`config.mk`:
```
export PLATFORM = sky130hd
export DESIGN_NAME = eaglesong_nonce_search_flat
export DESIGN_NICKNAME = d
export VERILOG_FILES = /design/src/rtl/eaglesong_pkg.sv /design/src/rtl/eaglesong_nonce_search_if.sv /design/src/rtl/eaglesong_nonce_search.sv /design/src/flat_wrapper.sv
export SDC_FILE = /design/constraint.sdc
export NUM_CORES = 2
export LEC_CHECK = 0
export ABC_AREA = 1
export CORE_AREA = 2 2 551 553
export DETAILED_ROUTE_END_ITERATION = 8
export DIE_AREA = 0 0 553 555
export SLEW_MARGIN = 10
export SYNTH_ARGS = -nofsm -noshare
export SYNTH_HDL_FRONTEND = slang
export SYNTH_SLANG_ARGS = --single-unit
```
`constraint.sdc`:
```
create_clock -name clk -period 3.8 [get_ports clk]
set_clock_uncertainty 0.1 [all_clocks]
set_input_delay 0.38 -clock clk [delete_from_list [all_inputs] [get_ports clk]]
set_output_delay 0.38 -clock clk [all_outputs]
set_load 0.01 [all_outputs]
```
`src/rtl/eaglesong_pkg.sv`:
```
// +--------------------------------------------------------------------+
// | eaglesong_pkg : shared types and sizes for the eaglesong blocks    |
// | Revision 1.0                                                       |
// +--------------------------------------------------------------------+
`default_nettype none

package eaglesong_pkg;

  localparam int HEADER_BYTES = 24;
  localparam int NONCE_BYTES  = 8;
  localparam int MSG_BYTES    = 32;
  localparam int DIGEST_W     = 256;
  localparam int HEADER_W     = HEADER_BYTES * 8;
  localparam int NONCE_W      = NONCE_BYTES * 8;

  typedef enum logic [2:0] {
    IDLE   = 3'd0,
    START  = 3'd1,
    SETTLE = 3'd2,
    WAIT   = 3'd3,
    CHECK  = 3'd4,
    DONE   = 3'd5
  } state_t;

endpackage

`default_nettype wire

```
`src/rtl/eaglesong_nonce_search_if.sv`:
```
// +--------------------------------------------------------------------+
// | eaglesong_nonce_search_if : job, result and digest-core signals    |
// | Revision 1.0                                                       |
// +--------------------------------------------------------------------+
`default_nettype none

interface eaglesong_nonce_search_if;
  import eaglesong_pkg::*;

  logic                job_valid;
  logic                job_ready;
  logic [HEADER_W-1:0] job_header;
  logic [NONCE_W-1:0]  job_nonce_start;
  logic [31:0]         job_nonce_count;
  logic [DIGEST_W-1:0] job_target;
  logic                abort;
  logic                busy;

  logic                res_valid;
  logic                res_found;
  logic                res_timeout;
  logic [NONCE_W-1:0]  res_nonce;
  logic [DIGEST_W-1:0] res_digest;

  logic [DIGEST_W-1:0] dg_input_val;
  logic [6:0]          dg_input_length_bytes;
  logic                dg_start_eval;
  logic [DIGEST_W-1:0] dg_output_val;
  logic                dg_eval_output_ready;

  modport slave (
    input  job_valid, job_header, job_nonce_start, job_nonce_count, job_target, abort,
    input  dg_output_val, dg_eval_output_ready,
    output job_ready, busy, res_valid, res_found, res_timeout, res_nonce, res_digest,
    output dg_input_val, dg_input_length_bytes, dg_start_eval
  );

  modport master (
    output job_valid, job_header, job_nonce_start, job_nonce_count, job_target, abort,
    output dg_output_val, dg_eval_output_ready,
    input  job_ready, busy, res_valid, res_found, res_timeout, res_nonce, res_digest,
    input  dg_input_val, dg_input_length_bytes, dg_start_eval
  );

endinterface

`default_nettype wire

```
`src/rtl/eaglesong_nonce_search.sv`:
```
// +--------------------------------------------------------------------+
// | eaglesong_nonce_search : walks a nonce range through an external   |
// | digest core until a digest falls below the target. Revision 1.0    |
// +--------------------------------------------------------------------+
`default_nettype none

module eaglesong_nonce_search
  import eaglesong_pkg::*;
#(
  parameter int TIMEOUT_CYCLES = 1024
) (
  input  logic                     clk,
  input  logic                     rst_n,
  eaglesong_nonce_search_if.slave  bus
);

  localparam int               CNT_W    = (TIMEOUT_CYCLES > 1) ? $clog2(TIMEOUT_CYCLES) : 1;
  localparam logic [CNT_W-1:0] CNT_LAST = CNT_W'(TIMEOUT_CYCLES - 1);

  state_t              state;
  state_t              state_nxt;
  logic [HEADER_W-1:0] header;
  logic [NONCE_W-1:0]  nonce;
  logic [31:0]         remaining;
  logic [DIGEST_W-1:0] target;
  logic [CNT_W-1:0]    wait_cnt;
  logic                res_found;
  logic                res_timeout;
  logic [NONCE_W-1:0]  res_nonce;
  logic [DIGEST_W-1:0] res_digest;
  logic                accept;
  logic                found;
  logic                last_nonce;

  assign accept     = (state == IDLE) && bus.job_valid;
  assign found      = res_digest < target;
  assign last_nonce = (remaining == 32'd1);

  assign bus.job_ready             = (state == IDLE);
  assign bus.busy                  = (state != IDLE);
  assign bus.dg_start_eval         = (state == START) && !bus.abort;
  assign bus.res_valid             = (state == DONE) && !bus.abort;
  assign bus.dg_input_val          = {nonce, header};
  assign bus.dg_input_length_bytes = 7'(MSG_BYTES);
  assign bus.res_found             = res_found;
  assign bus.res_timeout           = res_timeout;
  assign bus.res_nonce             = res_nonce;
  assign bus.res_digest            = res_digest;

  always_ff @(posedge clk or negedge rst_n) begin
    if (!rst_n) state <= IDLE;
    else        state <= state_nxt;
  end

  always_comb begin
    state_nxt = state;
    case (state)
      IDLE:    if (accept) state_nxt = (bus.job_nonce_count == 32'd0) ? DONE : START;
      START:   state_nxt = SETTLE;
      SETTLE:  state_nxt = WAIT;
      WAIT: begin
        if (bus.dg_eval_output_ready) state_nxt = CHECK;
        else if (wait_cnt == CNT_LAST) state_nxt = DONE;
      end
      CHECK:   state_nxt = (found || last_nonce) ? DONE : START;
      DONE:    state_nxt = IDLE;
      default: state_nxt = IDLE;
    endcase
    // Cancellation beats every other transition, including a ready digest.
    if (bus.abort && state != IDLE) state_nxt = IDLE;
  end

  always_ff @(posedge clk or negedge rst_n) begin
    if (!rst_n) begin
      header      <= '0;
      nonce       <= '0;
      remaining   <= '0;
      target      <= '0;
      wait_cnt    <= '0;
      res_found   <= 1'b0;
      res_timeout <= 1'b0;
      res_nonce   <= '0;
      res_digest  <= '0;
    end else if (accept) begin
      header      <= bus.job_header;
      target      <= bus.job_target;
      nonce       <= bus.job_nonce_start;
      remaining   <= bus.job_nonce_count;
      res_found   <= 1'b0;
      res_timeout <= 1'b0;
      res_nonce   <= bus.job_nonce_start;
      res_digest  <= '0;
    end else if (!bus.abort) begin
      case (state)
        SETTLE: wait_cnt <= '0;
        WAIT: begin
          if (bus.dg_eval_output_ready) begin
            res_digest <= bus.dg_output_val;
          end else if (wait_cnt == CNT_LAST) begin
            res_timeout <= 1'b1;
            res_found   <= 1'b0;
            res_nonce   <= nonce;
          end else begin
            wait_cnt <= wait_cnt + 1'b1;
          end
        end
        CHECK: begin
          res_found <= found;
          res_nonce <= nonce;
          if (!found && !last_nonce) begin
            nonce     <= nonce + 64'd1;
            remaining <= remaining - 32'd1;
          end
        end
        default: ;
      endcase
    end
  end

endmodule

`default_nettype wire

```
`src/flat_wrapper.sv`:
```
// flat-port wrapper written by rule: the top's interface ports become plain ports
module eaglesong_nonce_search_flat import eaglesong_pkg::*;
#(
  parameter int TIMEOUT_CYCLES = 1024
)
  (clk, rst_n, bus_job_valid, bus_job_header, bus_job_nonce_start, bus_job_nonce_count, bus_job_target, bus_abort, bus_dg_output_val, bus_dg_eval_output_ready, bus_job_ready, bus_busy, bus_res_valid, bus_res_found, bus_res_timeout, bus_res_nonce, bus_res_digest, bus_dg_input_val, bus_dg_input_length_bytes, bus_dg_start_eval);
  eaglesong_nonce_search_if bus_i ();
  input  logic clk;
  input  logic rst_n;
  input wire logic [$bits(bus_i.job_valid)-1:0] bus_job_valid;
  input wire logic [$bits(bus_i.job_header)-1:0] bus_job_header;
  input wire logic [$bits(bus_i.job_nonce_start)-1:0] bus_job_nonce_start;
  input wire logic [$bits(bus_i.job_nonce_count)-1:0] bus_job_nonce_count;
  input wire logic [$bits(bus_i.job_target)-1:0] bus_job_target;
  input wire logic [$bits(bus_i.abort)-1:0] bus_abort;
  input wire logic [$bits(bus_i.dg_output_val)-1:0] bus_dg_output_val;
  input wire logic [$bits(bus_i.dg_eval_output_ready)-1:0] bus_dg_eval_output_ready;
  output wire logic [$bits(bus_i.job_ready)-1:0] bus_job_ready;
  output wire logic [$bits(bus_i.busy)-1:0] bus_busy;
  output wire logic [$bits(bus_i.res_valid)-1:0] bus_res_valid;
  output wire logic [$bits(bus_i.res_found)-1:0] bus_res_found;
  output wire logic [$bits(bus_i.res_timeout)-1:0] bus_res_timeout;
  output wire logic [$bits(bus_i.res_nonce)-1:0] bus_res_nonce;
  output wire logic [$bits(bus_i.res_digest)-1:0] bus_res_digest;
  output wire logic [$bits(bus_i.dg_input_val)-1:0] bus_dg_input_val;
  output wire logic [$bits(bus_i.dg_input_length_bytes)-1:0] bus_dg_input_length_bytes;
  output wire logic [$bits(bus_i.dg_start_eval)-1:0] bus_dg_start_eval;
  assign bus_i.job_valid = bus_job_valid;
  assign bus_i.job_header = bus_job_header;
  assign bus_i.job_nonce_start = bus_job_nonce_start;
  assign bus_i.job_nonce_count = bus_job_nonce_count;
  assign bus_i.job_target = bus_job_target;
  assign bus_i.abort = bus_abort;
  assign bus_i.dg_output_val = bus_dg_output_val;
  assign bus_i.dg_eval_output_ready = bus_dg_eval_output_ready;
  assign bus_job_ready = bus_i.job_ready;
  assign bus_busy = bus_i.busy;
  assign bus_res_valid = bus_i.res_valid;
  assign bus_res_found = bus_i.res_found;
  assign bus_res_timeout = bus_i.res_timeout;
  assign bus_res_nonce = bus_i.res_nonce;
  assign bus_res_digest = bus_i.res_digest;
  assign bus_dg_input_val = bus_i.dg_input_val;
  assign bus_dg_input_length_bytes = bus_i.dg_input_length_bytes;
  assign bus_dg_start_eval = bus_i.dg_start_eval;
  eaglesong_nonce_search #(.TIMEOUT_CYCLES(TIMEOUT_CYCLES)) u_core (.clk(clk), .rst_n(rst_n), .bus(bus_i));
endmodule
```
# After elaboration in Yosys (flattened, before gate mapping)
# Cells that the tools add are included.
[word_totals] ff_bits=879 wordCells=93 output_inout_bits=589 inputBits=805
[classes] n_mux=37 n_addsub=3 n_lt_le_gt_ge=1 reduce_logical=25 eq_ne=15 n_bitwise=2
[ops] operator="256-bit 2-to-1 mux" count=4
[ops] operator="64-bit 2-to-1 mux" count=8
[ops] operator="256-bit less-than comparator" count=1
[ops] operator="32-bit 2-to-1 mux" count=4
[ops] operator="64-bit one-hot mux with 2 select lines" count=1
[ops] operator="64-bit by 1-bit adder with 64-bit output (second input constant)" count=1
[ops] operator="32-bit by 1-bit == test with 1-bit output (second input constant)" count=1
[ops] operator="32-bit zero test" count=1
[ops] operator="32-bit by 1-bit subtractor with 32-bit output (second input constant)" count=1
[ops] operator="10-bit 2-to-1 mux" count=2
[ops] operator="10-bit one-hot mux with 2 select lines" count=1
[ops] operator="3-bit 2-to-1 mux" count=6
[ops] operator="3-bit one-hot mux with 5 select lines" count=1
[ops] operator="2-bit nonzero test" count=6
[ops] operator="10-bit by 1-bit adder with 10-bit output (second input constant)" count=1
[ops] operator="10-bit == test (second input constant)" count=1
[ops] operator="1-bit 2-to-1 mux" count=9
[ops] operator="4-bit AND reduction" count=2
[ops] operator="3-bit by 2-bit == test with 1-bit output (second input constant)" count=2
[ops] operator="3-bit == test (second input constant)" count=2
[ops] operator="3-bit by 1-bit != test with 1-bit output (second input constant)" count=2
[ops] operator="3-bit AND reduction" count=2
[ops] operator="3-bit nonzero test" count=2
[ops] operator="1-bit logical AND" count=5
[ops] operator="other kinds (12)" count=17

# Depth between registers and ports, before layout
[depth] depth_word=7 mapped_depth=24 depth_no_buf=22

# Worst setup path after synthesis
# Ideal clock, no wire load.
[synth_timing] path_type="flip-flop to flip-flop" startpoint="reg u_core.res_digest[255] (netlist: u_core.bus.res_digest[255])" endpoint="reg u_core.nonce[47]" required_ns=3.583 arrival_ns=2.230 n_path_buf=2 setup_ns=0.117 path_slack_ns=1.353 stages_incl_launch_ff=18 period_less_slack_ns=2.447 cell_sequence="dfrtp_1 -> ha_1 -> nand2_1 -> nor2_1 -> nand2_1 -> nor2_1 -> nand3_1 -> inv_2 -> nand4_2 -> o21bai_1 -> nand2_1 -> nor2_1 -> nand2_2 -> nand3_4 -> buf_2 -> buf_2 -> nand3_1 -> nand2_1"
[synth_via] elab_chain_cells=5
[synth_rtl] item="from (decl)" line="eaglesong_nonce_search.sv:30" rtl="logic [DIGEST_W-1:0] res_digest;"
[synth_rtl] item="from (signal assigned)" line="eaglesong_nonce_search.sv:98" rtl="res_digest <= bus.dg_output_val;"
[synth_rtl] item="256-bit less-than comparator" line="eaglesong_nonce_search.sv:36" rtl="assign found = res_digest < target;"
[synth_rtl] item="1-bit zero test" line="eaglesong_nonce_search.sv:110" rtl="if (!found && !last_nonce) begin"
[synth_rtl] item="1-bit logical AND" line="eaglesong_nonce_search.sv:110"
[synth_rtl] item="2-bit nonzero test (no line)"
[synth_rtl] item="3-bit AND reduction (no line)"
[synth_rtl] item="to (signal assigned)" line="eaglesong_nonce_search.sv:87" rtl="nonce <= bus.job_nonce_start;"
[synth_rtl] item="to (signal assigned)" line="eaglesong_nonce_search.sv:111" rtl="nonce <= nonce + 64'd1;"
[synth_rtl] item="to (decl)" line="eaglesong_nonce_search.sv:23" rtl="logic [NONCE_W-1:0] nonce;"
# No other way between the ends.
# A chain may end at the register's enable or synchronous reset.

# Worst setup path after layout
[layout_timing] startpoint="reg u_core.res_digest[95] (netlist: u_core.bus.res_digest[95])" endpoint="reg u_core.nonce[46]"
# Same word-level chain as after synthesis.

==> summary.txt <==
row cnt - 202
Vias - 46300
Post-synth EDFFs - 0
Synth top cells by count - nand2_1, dfrtp_1, nand3_1
Critical Path AT - 4.24 ns
Die Y - 555 um
Worst Setup Slack, final - 0.220 ns
CTS Buffer Depth - 4
Crit Path Category - flop to flop
DR DRC count - 0
hpwl dp - 218000 um
Die ar. - 307000 sq um
final wirelength - 268000 um
critical path required time - 4.46 ns
final hold vios - 0
layout cells sized above 1 - 0.0500
Skew-Pair Late Insertion Delay - 0.86 ns
Worst-path clk slew - 0.06 ns
synthesized netlist cell count - 5426
asr flop ratio synth - 1.00
H-tree depth - 3
Final Cell Area - 71700 sq um
Leak - 32.7 nW
CTS sink cnt - 879
Clock Tree Root - clkbuf_16
Max-Cap Viols - 0
CTS Buf Count - 114
antenna viol nets, final - 0
total gr overflow - 0
vias per inst - 4.09
setup TNS - 0 ns
minimum clock period - 3.58 ns
WL per Instance - 23.7 um
area of the multi-input gates - 19300 sq um
Synth area leader - dfrtp_1
initial antenna violation count - 108
fill count - 32700
Slew Limit Fails - 0
Synth top area share - 0.499
Layout area overhead - 62.6%
vias in the first global route - 45600
Worst-Margin Slew - 0.936 ns
GR peak layer - met2
crit-path max FO - 48
DR iter-0 viols - 4377
Chip Width - 553 um
Netlist cell types - 50
RSZ-0062 raised after global routing - false
critical path launch point type - flop
YS warnings - 0
setup violators final - 0
Setup WS pre-CTS - -0.0637 ns
Pwr Density - 702 nW/um^2
met3 Use GR - 0.0638
Initial Utilization - 0.146
Core Region - 301000 sq um
Peak supply drop - 0.000397 V
PortBufs - 1386
fmax - 279 MHz
final worst path period share - 0.942
relative slew slack - 0.376
outcome - completed
largest net degree at the start of global routing - 159
sequential-to-total area share from yosys stat - 0.499
GR Util met2 - 0.252
CTS tree - done
NumNets Final - 8282
post-synthesis register bit count - 879
Hold Crit Class - input port to flop
1st-pass router iterations - 6
met1 Use GR - 0.217
syn_area_per_cell - 8.13 sq um
synthesized area - 44100 sq um
I/O pin cnt - 1394
most common flop cell mapped by yosys - dfrtp_1
synth top area cells - dfrtp_1, nand2_1, nand3_1, ha_1, o21ai_0
most common cell in the netlist - nand2_1
placed cell areas - 63100 sq um
Register Area - 22000 sq um
GR Util All Layers - 0.169
global-route wire length before repair - 369000 um
final core occ - 0.238
crit path capture type - flop
Final Wtd Congestion - 0.969
power breakdown:
part	switching (mW)	internal [mW]
Combinational	13.8	9.14
Clock	4.67	6.83
Sequential	2.79	13.1
cells by family after synthesis:
family	after synthesis	synth area share
flops	879	0.499
other cells	2	0.000170
simple gates	2919	0.282
buf+inv	720	0.0650
fa+ha+maj	259	0.0735
compound gates	622	0.0761
xor+xnor	25	0.00496
critical path, cell delays in order, from the launching register on:
cell and delay, ns:
dfrtp_1 0.40, ha_1 0.31, nand2_1 0.08, nor2_1 0.15, nand2_1 0.21, nor4_2 0.23
nand4_1 0.40, nor3_1 0.25, nand2_1 0.08, nand2_1 0.22, nand2_1 0.11, nand2_2 0.20
nand3_4 0.13, nand2_2 0.18, buf_12 0.25, nand2_1 0.09, nand2_1 0.07
area by class of cell:
type,instances,area share
sequential,879,0.307
timing repair buffer,1967,0.277
multi-input combinational,3832,0.269
tap,3978,0.0694
clock buffer,162,0.0470
inverter,424,0.0224
clock inverter,40,0.00717
antenna,43,0.00150
cells in the final DEF (no fill, tap or decap), drive strengths merged, types with 2 or more instances in the layout:
cell	count
a211oi	2
or2	3
a21o	2
bufinv	10
o221ai	3
nor4	24
diode	43
dfrtp	879
nand3	740
a31oi	9
xnor2	12
a21oi	151
nand2	1835
o211ai	36
xor2	13
dlygate4sd3	463
nor2	179
nand3b	15
clkbuf	162
o21a	36
nand4	54
o31ai	2
clkinvlp	8
clkinv	17
clkdlybuf4s50	1385
ha	259
inv	429
conb	7
and3	4
o21bai	4
o41ai	2
buf	119
nor3	61
o21ai	372
sequential cells by signal (all words and copies together) (netlist names):
| name | count |
|---|---|
| u_core.bus.res_digest | 256 |
| u_core.target | 256 |
| u_core.header | 192 |
| u_core.bus.res_nonce | 64 |
| u_core.nonce | 64 |
| u_core.remaining | 32 |
| u_core.wait_cnt | 10 |
| u_core.state | 3 |
| u_core.bus.res_found | 1 |
| u_core.bus.res_timeout | 1 |
stage by stage:
step | std cells | total power [mW] | hold WS [ns]
CTS | 11300 | 50.8 | 0.000539
global placement | 10600 | 38.3 | 0.297
finish | 11300 | 50.4 | 0.0762
detailed placement | 10600 | 38.5 | 0.299
global route | 11300 | 53.8 | 0.0334
floorplan | 5431 | 26.1 | -0.0156
timing repair:
action                                  in CTS  in global routing
hold endpoints to repair                   691                  0
hold buffers                               463                  0
gates resized for setup                      1                  4
pin swaps                                    0                  2
buffers inserted                             0                  2
endpoints found under the setup margin      89                 92
metal layers:
metal,share of wire,up-vias
li1,-,21400
met1,0.42,22400
met2,0.42,2147
met3,0.11,382
met4,0.042,62
met5,0.0015,-
final timing paths:
check | start | end | slack, ns | cells after the start
max | u_core.bus.res_digest[95]$_DFFE_PN0P_ | u_core.nonce[46]$_DFFE_PN0P_ | 0.22 | 16
min | bus_dg_output_val[193] | u_core.bus.res_digest[193]$_DFFE_PN0P_ | 0.08 | 3
max reg2reg | u_core.bus.res_digest[95]$_DFFE_PN0P_ | u_core.nonce[46]$_DFFE_PN0P_ | 0.22 | 16
min reg2reg | u_core.header[160]$_DFFE_PN0P_ | u_core.header[160]$_DFFE_PN0P_ | 0.37 | 2
max in group asynchronous | rst_n | u_core.bus.res_digest[87]$_DFFE_PN0P_ | 1.71 | 4
min in group asynchronous | rst_n | u_core.header[133]$_DFFE_PN0P_ | 0.64 | 3
Power figures use the tool's default switching activity.
